[config.mk]
export PLATFORM = sky130hd
export DESIGN_NAME = mem_sram_controller
export DESIGN_NICKNAME = d
export VERILOG_FILES = /design/src/rtl/mem_sram_controller.sv
export SDC_FILE = /design/constraint.sdc
export NUM_CORES = 1
export LEC_CHECK = 0
export BUFFER_PORTS_ARGS = -buffer_cell sky130_fd_sc_hd__clkbuf_2
export CAP_MARGIN = 15
export CORE_AREA = 2 2 93 95
export CTS_BUF_LIST = sky130_fd_sc_hd__clkbuf_4 sky130_fd_sc_hd__clkbuf_8
export CTS_CLUSTER_DIAMETER = 120
export DETAILED_ROUTE_END_ITERATION = 12
export DIE_AREA = 0 0 95 97
export MAX_ROUTING_LAYER = met4
export PLACE_DENSITY = 0.93
export REMOVE_ABC_BUFFERS = 1
export SYNTH_ARGS = -nofsm -noshare
export SYNTH_HDL_FRONTEND = slang
export SYNTH_SLANG_ARGS = --single-unit
[constraint.sdc]
create_clock -name clk -period 5.1 [get_ports clk]
set_input_delay 0.255 -clock clk [delete_from_list [all_inputs] [get_ports clk]]
set_output_delay 0.255 -clock clk [all_outputs]
set_load 0.01 [all_outputs]
[src/rtl/mem_sram_controller.sv]
// MEM-stage sequencer: turns one 32-bit load/store into two timed half-word
// accesses on a 16-bit asynchronous SRAM, stalling the pipeline via ready.
module mem_sram_controller #(
    parameter int unsigned BASE_ADDR   = 1024,
    parameter int unsigned WAIT_CYCLES = 3
) (
    input  logic        clk,
    input  logic        rst,
    input  logic        rd_en,
    input  logic        wr_en,
    input  logic [31:0] address,
    input  logic [31:0] write_data,
    output logic [31:0] read_data,
    output logic        ready,
    output logic [17:0] sram_addr,
    output logic [15:0] sram_dq_out,
    output logic        sram_dq_oe,
    input  logic [15:0] sram_dq_in,
    output logic        sram_we_n
);

    localparam int CNT_W = (WAIT_CYCLES <= 4) ? 2 : $clog2(WAIT_CYCLES);
    localparam logic [CNT_W-1:0] CNT_LAST = CNT_W'(WAIT_CYCLES - 1);

    typedef enum logic [1:0] {
        S_IDLE,
        S_LOW,
        S_HIGH,
        S_DONE
    } state_t;

    state_t           r_state;
    state_t           w_next;
    logic [CNT_W-1:0] r_cnt;
    logic             r_is_wr;
    logic [16:0]      r_word;
    logic [31:0]      r_wdata;
    logic [31:0]      r_rdata;
    logic [17:0]      r_addr;
    logic [15:0]      r_dq_out;
    logic             r_oe;
    logic             r_we_n;

    logic             w_req;
    logic             w_wr_req;
    logic             w_last;
    logic [31:0]      w_offset;
    logic [16:0]      w_word;
    logic             w_unused_offset_bits;

    assign w_req    = rd_en | wr_en;
    // A simultaneous read and write is served as a read.
    assign w_wr_req = wr_en & ~rd_en;
    assign w_last   = (r_cnt == CNT_LAST);
    assign w_offset = address - 32'(BASE_ADDR);
    assign w_word   = w_offset[18:2];
    assign w_unused_offset_bits = ^{w_offset[31:19], w_offset[1:0]};

    always_ff @(posedge clk) begin
        if (rst) begin
            r_state <= S_IDLE;
        end else begin
            r_state <= w_next;
        end
    end

    always_comb begin
        w_next = r_state;
        unique case (r_state)
            S_IDLE:  if (w_req)  w_next = S_LOW;
            S_LOW:   if (w_last) w_next = S_HIGH;
            S_HIGH:  if (w_last) w_next = S_DONE;
            S_DONE:  w_next = S_IDLE;
            default: w_next = S_IDLE;
        endcase
    end

    assign ready = (r_state == S_DONE) || ((r_state == S_IDLE) && !w_req);

    // SRAM pins are registered and set up one phase ahead, so address and data
    // are already stable on the first cycle of each write pulse.
    always_ff @(posedge clk) begin
        if (rst) begin
            r_cnt    <= '0;
            r_is_wr  <= 1'b0;
            r_word   <= '0;
            r_wdata  <= '0;
            r_rdata  <= '0;
            r_addr   <= '0;
            r_dq_out <= '0;
            r_oe     <= 1'b0;
            r_we_n   <= 1'b1;
        end else begin
            unique case (r_state)
                S_IDLE: begin
                    if (w_req) begin
                        r_cnt    <= '0;
                        r_is_wr  <= w_wr_req;
                        r_word   <= w_word;
                        r_wdata  <= write_data;
                        r_addr   <= {w_word, 1'b0};
                        r_dq_out <= write_data[15:0];
                        r_oe     <= w_wr_req;
                        r_we_n   <= ~w_wr_req;
                    end
                end
                S_LOW: begin
                    if (!r_is_wr && w_last) begin
                        r_rdata[15:0] <= sram_dq_in;
                    end
                    if (w_last) begin
                        r_cnt    <= '0;
                        r_addr   <= {r_word, 1'b1};
                        r_dq_out <= r_wdata[31:16];
                    end else begin
                        r_cnt <= r_cnt + CNT_W'(1);
                    end
                end
                S_HIGH: begin
                    if (!r_is_wr && w_last) begin
                        r_rdata[31:16] <= sram_dq_in;
                    end
                    if (w_last) begin
                        r_cnt  <= '0;
                        r_oe   <= 1'b0;
                        r_we_n <= 1'b1;
                    end else begin
                        r_cnt <= r_cnt + CNT_W'(1);
                    end
                end
                default: begin
                end
            endcase
        end
    end

    assign read_data   = r_rdata;
    assign sram_addr   = r_addr;
    assign sram_dq_out = r_dq_out;
    assign sram_dq_oe  = r_oe;
    assign sram_we_n   = r_we_n;

endmodule

==> results.py, run 1 <==
metrics = {
    "route": {
        "drc": 0,
        "routedWlPerCell_microns": 14.4,
        "dr.first_iter.drc_count": 107,
        "ant_nets": 0,
        "drt_wl_total_microns": 10700,
        "num_vias": 3966,
        "drt_pass1_iterations": 4,
        "via_per_inst": 5.35,
    },
    "clocking": {
        "postCtsSetupBuffers": 0,
        "cts_tree": "done",
        "h-tree-depth": 3,
        "clkSlewWorstSetupHoldPaths_ps": 100,
        "hold_buffers": 0,
        "cts.sinks": 106,
        "cts-root-buf": "clkbuf_8",
        "post_cts_resized": 0,
        "clockBufferDepth": 2,
        "cts_buffers": 9,
        "insertion_delay_ps": 350,
    },
    "grt": {
        "grt_pass1_vias": 3871,
        "grt.total_usage": 0.242,
        "grt_max_degree": 63,
        "grt_pass1_wl_microns": 17700,
        "antenna_found_initial": 0,
        "overflow": 0,
    },
    "power": {
        "p_leak_uw": 0.00223,
        "power_density_nw_per_um2": 545,
        "power.total_uw": 2900,
        "ir_worst_vdd_mv": 0.300,
    },
    "setup_path": {
        "reg2reg_from": "r_state[1]",
        "cp.arrival_ps": 2920,
        "cp.required_ps": 5340,
        "crit_type": "reg -> reg",
        "cp-startpoint": "r_state[1]",
        "worstPathMaxFanout": 38,
        "worstSetupStartpointType": "flop",
        "cp-end-kind": "flop",
    },
    "yosys": {
        "yosysSeqAreaShare": 0.476,
        "synth.top_cell.area_share": 0.476,
        "yosys_warnings": 0,
        "synth.distinct_cells": 45,
        "synth.area.top_cells": "dfxtp_1, nand2_1, a21oi_1, mux2i_1, a211oi_2",
        "syn_area_per_cell_sq_um": 8.64,
        "yosysTopAreaCell": "dfxtp_1",
        "synth_edf_count": 0,
        "synth_top_flop_cell": "dfxtp_1",
        "synth_area_sq_um": 4460,
        "async_flop_share": 0,
        "synth-seq-cells": 106,
        "syn-instance-count": 516,
    },
    "die": {
        "boundaryPins": 153,
        "dieHeight_microns": 97,
        "die_x_microns": 95,
        "start_util": 0.548,
        "coreArea_sq_um": 8130,
        "die_area_sq_um": 9220,
        "rows": 33,
    },
    "place": {
        "placed_area_sq_um": 5150,
        "dpl.hpwl_microns": 7630,
        "portBuffers": 137,
        "place_congestion": 0.807,
    },
    "sta": {
        "fin_crit_ps": 2680,
        "worst_slew_margin_rel": 0.529,
        "clock_skew_ps": 11.6,
        "fmax_mhz": 373,
        "grt_setup_unrepaired": "false",
        "final_max_slew_viol_count": 0,
        "finalCritPeriodShare": 0.526,
        "setup-violations-final": 0,
        "hold_violations": 0,
        "worst_slew_pin_slew_ps": 707,
        "holdWs_ps": 117,
    },
    "finish": {
        "nets": 722,
        "finalInstanceArea_sq_um": 5320,
        "drive_gt1_frac": 0.292,
        "final_common_cell": "clkbuf_2",
        "area_growth_pct": 19.3,
        "antenna_cells": 0,
        "final_cell_mix": "clkbuf_2, nand2_1, dfxtp_1",
    },
    "min_path": {
        "min-delay-start": "write_data[24]",
        "hp-class": "in -> reg",
    },
    "outcome": {
        "outcome": "finished, final reports clean",
    },
    "flow_run": {
        "maxCapViolCount": 0,
    },
}
Yosys cell counts, types with 2 or more instances:
master / n
nand2_1: 131
dfxtp_1: 106
a21oi_1: 67
nor2_1: 40
mux2i_1: 27
a211oi_2: 20
clkbuf_1: 19
buf_2: 12
a211oi_1: 11
nor3_1: 9
ha_1: 6
inv_1: 6
o21ai_0: 6
nor2b_1: 4
and2_1: 3
buf_4: 3
nand2b_1: 3
nand3b_1: 3
nor3b_1: 3
xor2_1: 3
a21boi_0: 2
and3b_1: 2
buf_1: 2
buf_6: 2
nor4b_1: 2
o211ai_1: 2
o21a_1: 2
o41ai_2: 2
xnor2_1: 2
final cells by class:
class                           count  area [sq um]
Fill cell                         689          2810
Multi-Input combinational cell    366          2140
Sequential cell                   106          2120
Timing Repair Buffer              143           733
Clock buffer                       10           131
Tap cell                          105           131
Clock inverter                      6          42.5
Inverter                            6          22.5
path summary, 6_finish.rpt:
path | end | depth (start not counted) | slack, ps
worst max-delay path | sram_addr[16] | 8 | 2420
worst min register to register | sram_addr[11] | 2 | 460
worst min-delay path | r_wdata[24] | 3 | 120
worst max register to register | sram_addr[16] | 8 | 2420
critical path, stage by stage, from the launching register on:
cell and delay [ps]:
dfxtp_1 350, inv_1 110, ha_2 470, buf_4 500, nand2b_1 150, a22oi_2 180
buf_4 400, nor3b_1 100, a221o_1 290
cell families (layout without fill, tap and decap cells):
family                   count (synthesis)  count (layout)  synth area share
AND/OR/NAND/NOR                        207             207             0.199
AO/OA/AOI/OAI                          121             121             0.191
flip-flops                             106             106             0.476
buffers and inverters                   44             165            0.0463
multiplexers                            27              27            0.0606
adder cells (fa/ha/maj)                  6               6            0.0168
XOR/XNOR                                 5               5           0.00982
registers in the layout, summed over array words and instances, names as in the netlist, 2 cells and up:
signal / flops
read_data: 32
sram_addr: 18
r_word: 17
r_wdata: 16
sram_dq_out: 16
r_cnt: 2
r_state: 2
where the power goes:
part | leakage, uW | internal [uW] | switching, uW | total, uW
Sequential | 0.000869 | 1050 | 124 | 1170
Combinational | 0.00128 | 486 | 783 | 1270
Clock | 0.0000861 | 184 | 274 | 458
per-stage QoR:
step | util | setup TNS (ps) | std cells | setup slack (ps)
after floorplan | - | -136 | 478 | -107
final | 0.654 | 0 | 742 | 2420
after detailed placement | 0.633 | 0 | 726 | 2400
after global routing | 0.654 | 0 | 742 | 2240
after global placement | 0.633 | 0 | 726 | 2510
after CTS | 0.654 | 0 | 742 | 2400
metal layers:
layer / global-route usage / share of wire
met3: 0.0530 / 0.071
met1: 0.281 / 0.41
met4: 0.0691 / 0.013
met2: 0.415 / 0.50
met5: - / 0
Power figures use the tool's default switching activity.
==> inputs of run 2 (changes only) <==
- ABC_AREA: not set -> 1
- CORE_AREA: 2 2 93 95 -> 2 2 98 100
- DIE_AREA: 0 0 95 97 -> 0 0 100 102
- PLACE_DENSITY: 0.93 -> 0.87
- clock period: 5.1 -> 2.5 ns (I/O delays scaled with it)
==> results.py, run 2 <==
metrics = {
    "outcome": {
        "outcome": "finished, final reports clean",
    },
    "setup_path": {
        "crit_type": "reg -> reg",
        "reg2reg_from": "r_state[1]",
        "cp.required_ps": 2780,
        "slowest_delay_ps": 480,
        "reg2reg_depth": 11,
        "cp-end-kind": "flop",
        "worstPathMaxFanout": 29,
        "reg2reg_to": "sram_addr[13]",
        "cp_cell_sequence": "inv_1 -> ha_1 -> buf_4 -> nand2_1 -> nand2_2 -> inv_2 -> nand2_4 -> inv_2 -> nand3_1 -> nand2_1 -> inv_1",
        "slowest_stage": "inv_2",
        "worstSetupStartpointType": "flop",
        "reg2reg_slack_ps": 440,
        "cp.arrival_ps": 2340,
    },
    "yosys": {
        "synthMuxAreaShare": 0,
        "syn_area_per_cell_sq_um": 7.12,
        "synth.top_cell.area_share": 0.458,
        "yosysSeqAreaShare": 0.458,
        "synth.distinct_cells": 28,
        "async_flop_share": 0,
        "synth_fa_ha_area_frac": 0.0162,
        "yosysMostFrequentCell": "nand2_1",
        "synthSimpleGateAreaFrac": 0.302,
        "synth-seq-cells": 106,
        "synth_commonest_cells": "nand2_1, nor2_1, dfxtp_1",
        "synth_area_sq_um": 4630,
        "yosys_warnings": 0,
        "synth_top_family_by_area": "simple AND/OR/NAND/NOR gates",
        "synth_compound_area_frac": 0.142,
        "yosysTopAreaCell": "dfxtp_1",
        "synthXorXnorAreaFrac": 0.00189,
        "synth_top_flop_cell": "dfxtp_1",
        "synth.area.top_cells": "dfxtp_1, nand2_1, nor2_1, o21ai_0, a21oi_2",
        "synth_edf_count": 0,
        "syn-instance-count": 651,
    },
    "sta": {
        "fmax_mhz": 485,
        "grt_setup_unrepaired": "false",
        "setup-violations-final": 0,
        "final_max_slew_viol_count": 0,
        "finalCritPeriodShare": 0.824,
        "hold_violations": 0,
        "fin_crit_ps": 2060,
        "worst_slew_pin_slew_ps": 612,
        "worst_slew_margin_rel": 0.591,
        "holdWs_ps": 9.72,
        "clock_skew_ps": 16.1,
    },
    "die": {
        "boundaryPins": 153,
        "die_area_sq_um": 10200,
        "coreArea_sq_um": 9110,
        "rows": 35,
        "start_util": 0.509,
        "dieHeight_microns": 102,
        "die_x_microns": 100,
    },
    "clocking": {
        "clockBufferDepth": 2,
        "cts.sinks": 106,
        "clkSlewWorstSetupHoldPaths_ps": 110,
        "post_cts_resized": 0,
        "cts_tree": "done",
        "cts_buffers": 9,
        "h-tree-depth": 3,
        "insertion_delay_ps": 370,
        "cts-root-buf": "clkbuf_8",
    },
    "route": {
        "drc": 0,
        "num_vias": 4442,
        "drt_pass1_iterations": 5,
        "dr.first_iter.drc_count": 192,
        "drt_wl_total_microns": 11500,
        "routedWlPerCell_microns": 12.6,
        "via_per_inst": 4.86,
        "ant_nets": 0,
    },
    "finish": {
        "final_common_cell": "nand2_1",
        "antenna_cells": 0,
        "area_growth_pct": 25.1,
        "nets": 888,
        "finalInstanceArea_sq_um": 5800,
        "drive_gt1_frac": 0.269,
        "final_cell_mix": "nand2_1, clkbuf_2, nor2_1",
        "largest_reg_flops": 32,
    },
    "grt": {
        "overflow": 0,
        "grt_pass1_wl_microns": 18500,
        "grt_max_degree": 61,
        "antenna_found_initial": 0,
        "grt_pass1_vias": 4026,
        "grt.total_usage": 0.231,
    },
    "place": {
        "place_congestion": 0.855,
        "dpl.hpwl_microns": 7270,
        "portBuffers": 137,
        "placed_area_sq_um": 5320,
    },
    "power": {
        "ir_worst_vdd_mv": 0.463,
        "p_leak_uw": 0.00294,
        "power_density_nw_per_um2": 1040,
    },
    "min_path": {
        "holdPathStages": 3,
        "hp-class": "in -> reg",
        "hold_path_end": "read_data[0]",
        "min-delay-start": "sram_dq_in[0]",
    },
    "flow_run": {
        "maxCapViolCount": 0,
    },
}
run 2: how the worst max path moves through the flow:
stage	slack [ps]	endpoint	startpoint	cells past startpoint
final	440	sram_addr[13]	r_state[1]	11
after CTS	410	sram_addr[13]	r_state[1]	11
after floorplan	-170	sram_addr[13]	r_state[1]	9
after detailed placement	420	sram_addr[13]	r_state[1]	11
after global placement	450	sram_addr[13]	r_state[1]	11
after global routing	220	sram_dq_out[0]	r_state[1]	10
run 2: final cells by class:
class	instances	area, sq um
inverter	44	165
fill	802	3310
clock inverter	7	95.1
sequential	106	2120
timing repair buffer	172	1010
tap	111	139
multi-input combinational	465	2140
clock buffer	9	124
run 2: through the flow:
step / instances / setup TNS [ps] / setup WS [ps] / util / power [uW]
after floorplan: 615 / -3180 / -170 / - / 4070
after global placement: 872 / 0 / 452 / 0.584 / 4870
after detailed placement: 872 / 0 / 420 / 0.584 / 4910
after CTS: 914 / 0 / 412 / 0.637 / 6090
after global routing: 914 / 0 / 225 / 0.637 / 6510
final: 914 / 0 / 439 / 0.637 / 6040
run 2: cell families after synthesis:
kind of cell / count (synthesis)
flip-flops: 106
AND/OR/NAND/NOR: 344
XOR/XNOR: 1
buffers and inverters: 80
adder cells (fa/ha/maj): 6
AO/OA/AOI/OAI: 114
run 2: per-layer routing:
layer	track usage	vias up	share of wire
li1	-	2323	-
met1	0.299	1934	0.46
met2	0.362	167	0.45
met3	0.0451	18	0.076
met4	0.0832	0	0.015
met5	-	-	0
run 2: critical path, delay by kind of cell, from the launching register on:
family                     cells  cell delay [ps]
adders and majority gates      1              220
buffers and inverters          5              860
DFF                            1              390
and+or+nand+nor                5              480
run 2: power breakdown:
| group | switching [uW] | internal [uW] |
|---|---|---|
| clock network | 641 | 495 |
| logic | 1650 | 893 |
| registers | 226 | 2130 |
run 2: repair_timing:
action                    4_1_cts  5_1_grt
hold buffers                   26        0
hold endpoints to repair       37        0
setup buffers                   0        0
==> inputs of run 3 (changes only) <==
- clock period: 2.5 -> 2.1 ns (I/O delays scaled with it)
==> results.py, run 3 (synthesis results as in run 2) <==
metrics = {
    "power": {
        "swShare": 0.406,
        "p_leak_uw": 0.00299,
        "power.total_uw": 7390,
        "p_comb_frac": 0.433,
        "power_switching_uw": 3000,
        "clkPwrFrac": 0.185,
        "ir_worst_vdd_mv": 0.503,
        "power_density_nw_per_um2": 1250,
        "seqPwrFrac": 0.382,
        "p_int_uw": 4390,
    },
    "setup_path": {
        "cp.arrival_ps": 2170,
        "cp.depth": 10,
        "worstSetupStartpointType": "flop",
        "crit_type": "reg -> reg",
        "crit_family": "buffers and inverters",
        "slowest_delay_ps": 390,
        "slowest_stage": "dfxtp_1",
        "reg2reg_depth": 10,
        "cp-end-kind": "flop",
        "cp_cell_sequence": "inv_1 -> ha_1 -> nand3_2 -> nand2_2 -> inv_2 -> nand2_4 -> inv_2 -> buf_12 -> nand2_1 -> a21oi_1",
        "cp.required_ps": 2380,
        "worstPathMaxFanout": 22,
        "critPathBufInv": 4,
        "path_common_cell": "inv_2",
    },
    "finish": {
        "drive_gt1_frac": 0.268,
        "final_common_cell": "nand2_1",
        "filler_cell_count": 786,
        "final_cell_mix": "nand2_1, clkbuf_2, nor2_1",
        "nets": 898,
        "area_growth_pct": 27.6,
        "largest_reg_flops": 32,
        "finalInstanceArea_sq_um": 5910,
        "antenna_cells": 0,
    },
    "clocking": {
        "cts_buffers": 9,
        "insertion_delay_ps": 370,
        "cts.sinks": 106,
        "clockBufferDepth": 2,
        "cts-root-buf": "clkbuf_8",
        "clkSlewWorstSetupHoldPaths_ps": 100,
        "cts_tree": "done",
        "h-tree-depth": 3,
        "post_cts_resized": 0,
    },
    "grt": {
        "overflow": 0,
        "grt.busiest_layer": "met2",
        "grt_util_met3": 0.0472,
        "grt_pass1_wl_microns": 19900,
        "grt_use_met1": 0.310,
        "grt_pass1_vias": 4359,
        "grt_max_degree": 42,
        "grt.total_usage": 0.250,
        "use_met2": 0.402,
        "antenna_found_initial": 0,
    },
    "die": {
        "rows": 35,
        "boundaryPins": 153,
        "die_x_microns": 100,
        "dieHeight_microns": 102,
        "coreArea_sq_um": 9110,
        "die_area_sq_um": 10200,
        "start_util": 0.509,
    },
    "place": {
        "dpl.hpwl_microns": 7730,
        "place_congestion": 0.881,
        "portBuffers": 137,
        "placed_area_sq_um": 5370,
    },
    "route": {
        "num_vias": 4603,
        "routedWlPerCell_microns": 13.1,
        "drc": 0,
        "drt_pass1_iterations": 5,
        "via_per_inst": 4.99,
        "ant_nets": 0,
        "drt_wl_total_microns": 12100,
        "dr.first_iter.drc_count": 254,
    },
    "min_path": {
        "hp-class": "in -> reg",
        "holdPathStages": 3,
    },
    "sta": {
        "grt_setup_unrepaired": "false",
        "fin_crit_ps": 1890,
        "clock_skew_ps": 12.2,
        "setup_tns_ps": 0,
        "setup-violations-final": 0,
        "hold_violations": 0,
        "finalCritPeriodShare": 0.898,
        "fmax_mhz": 530,
        "worst_slew_margin_rel": 0.637,
        "worst_slew_pin_slew_ps": 545,
        "final_max_slew_viol_count": 0,
    },
    "flow_run": {
        "maxCapViolCount": 0,
    },
    "outcome": {
        "outcome": "finished, final reports clean",
    },
}
## run 3: changes by cell type in the layout (fill, tap and decap cells not counted)
cell | before | now
buf_12 | 0 | 2
buf_4 | 9 | 10
clkinv_8 | 1 | 0
inv_8 | 2 | 0
clkinv_4 | 1 | 2
bufinv_16 | 1 | 2
dlygate4sd3_1 | 26 | 33
clkinvlp_4 | 0 | 2
inv_6 | 2 | 0
## run 3: what timing repair did
item                      in CTS  in global routing
hold endpoints to repair      48                  0
hold buffers                  33                  0
buffers inserted               0                  0
## run 3: final timing paths
kind	slack, ps	endpoint	from
worst max-delay path	210	sram_dq_out[4]	r_state[0]
worst min-delay path	8	r_word[4]	address[6]
worst max register to register	210	sram_dq_out[4]	r_state[0]
worst min register to register	470	sram_dq_out[5]	sram_dq_out[5]
## run 3: final cells by class
type | instances | area (sq um) | share of cell area
inverters | 44 | 165 | 0.0279
clock buffers | 9 | 124 | 0.0209
multi-input cells | 465 | 2140 | 0.362
well taps | 111 | 139 | 0.0235
repair buffers | 182 | 1130 | 0.191
flip-flops and latches | 106 | 2120 | 0.359
clock inverters | 6 | 92.6 | 0.0157
## run 3: power by group through the flow
| stage | logic [uW] | registers [uW] | clock network [uW] |
|---|---|---|---|
| 5_1_grt | 3610 | 2890 | 1490 |
| 6_report | 3200 | 2820 | 1370 |
| 3_3_place_gp | 3090 | 2840 | 0 |
| 4_1_cts | 3200 | 2820 | 1400 |
| 2_1_floorplan | 1880 | 2960 | 0 |
| 3_5_place_dp | 3150 | 2860 | 0 |
## run 3: metal layers
metal  vias up  routed length, microns
met5         -                       0
met3        30                    1110
met2       213                    5530
met1      2024                    5160
met4         0                     299
li1       2336                       -
## run 3: per-stage QoR
step | utilization | hold WS (ps) | cells | setup slack [ps]
finish | 0.649 | 7.59 | 923 | 214
CTS | 0.649 | 0.728 | 923 | 231
global route | 0.649 | 29.7 | 923 | 36.3
global placement | 0.589 | 319 | 875 | 326
detailed placement | 0.589 | 327 | 875 | 253
floorplan | - | 167 | 615 | -570
## run 3: worst reg2reg max path, cell delays in order, from the launching register on
cell     delay (ps)
dfxtp_1         390
inv_1           100
ha_1            280
nand3_2         130
nand2_2          70
inv_2            80
nand2_4         120
inv_2           190
buf_12          200
nand2_1          80
a21oi_1         180
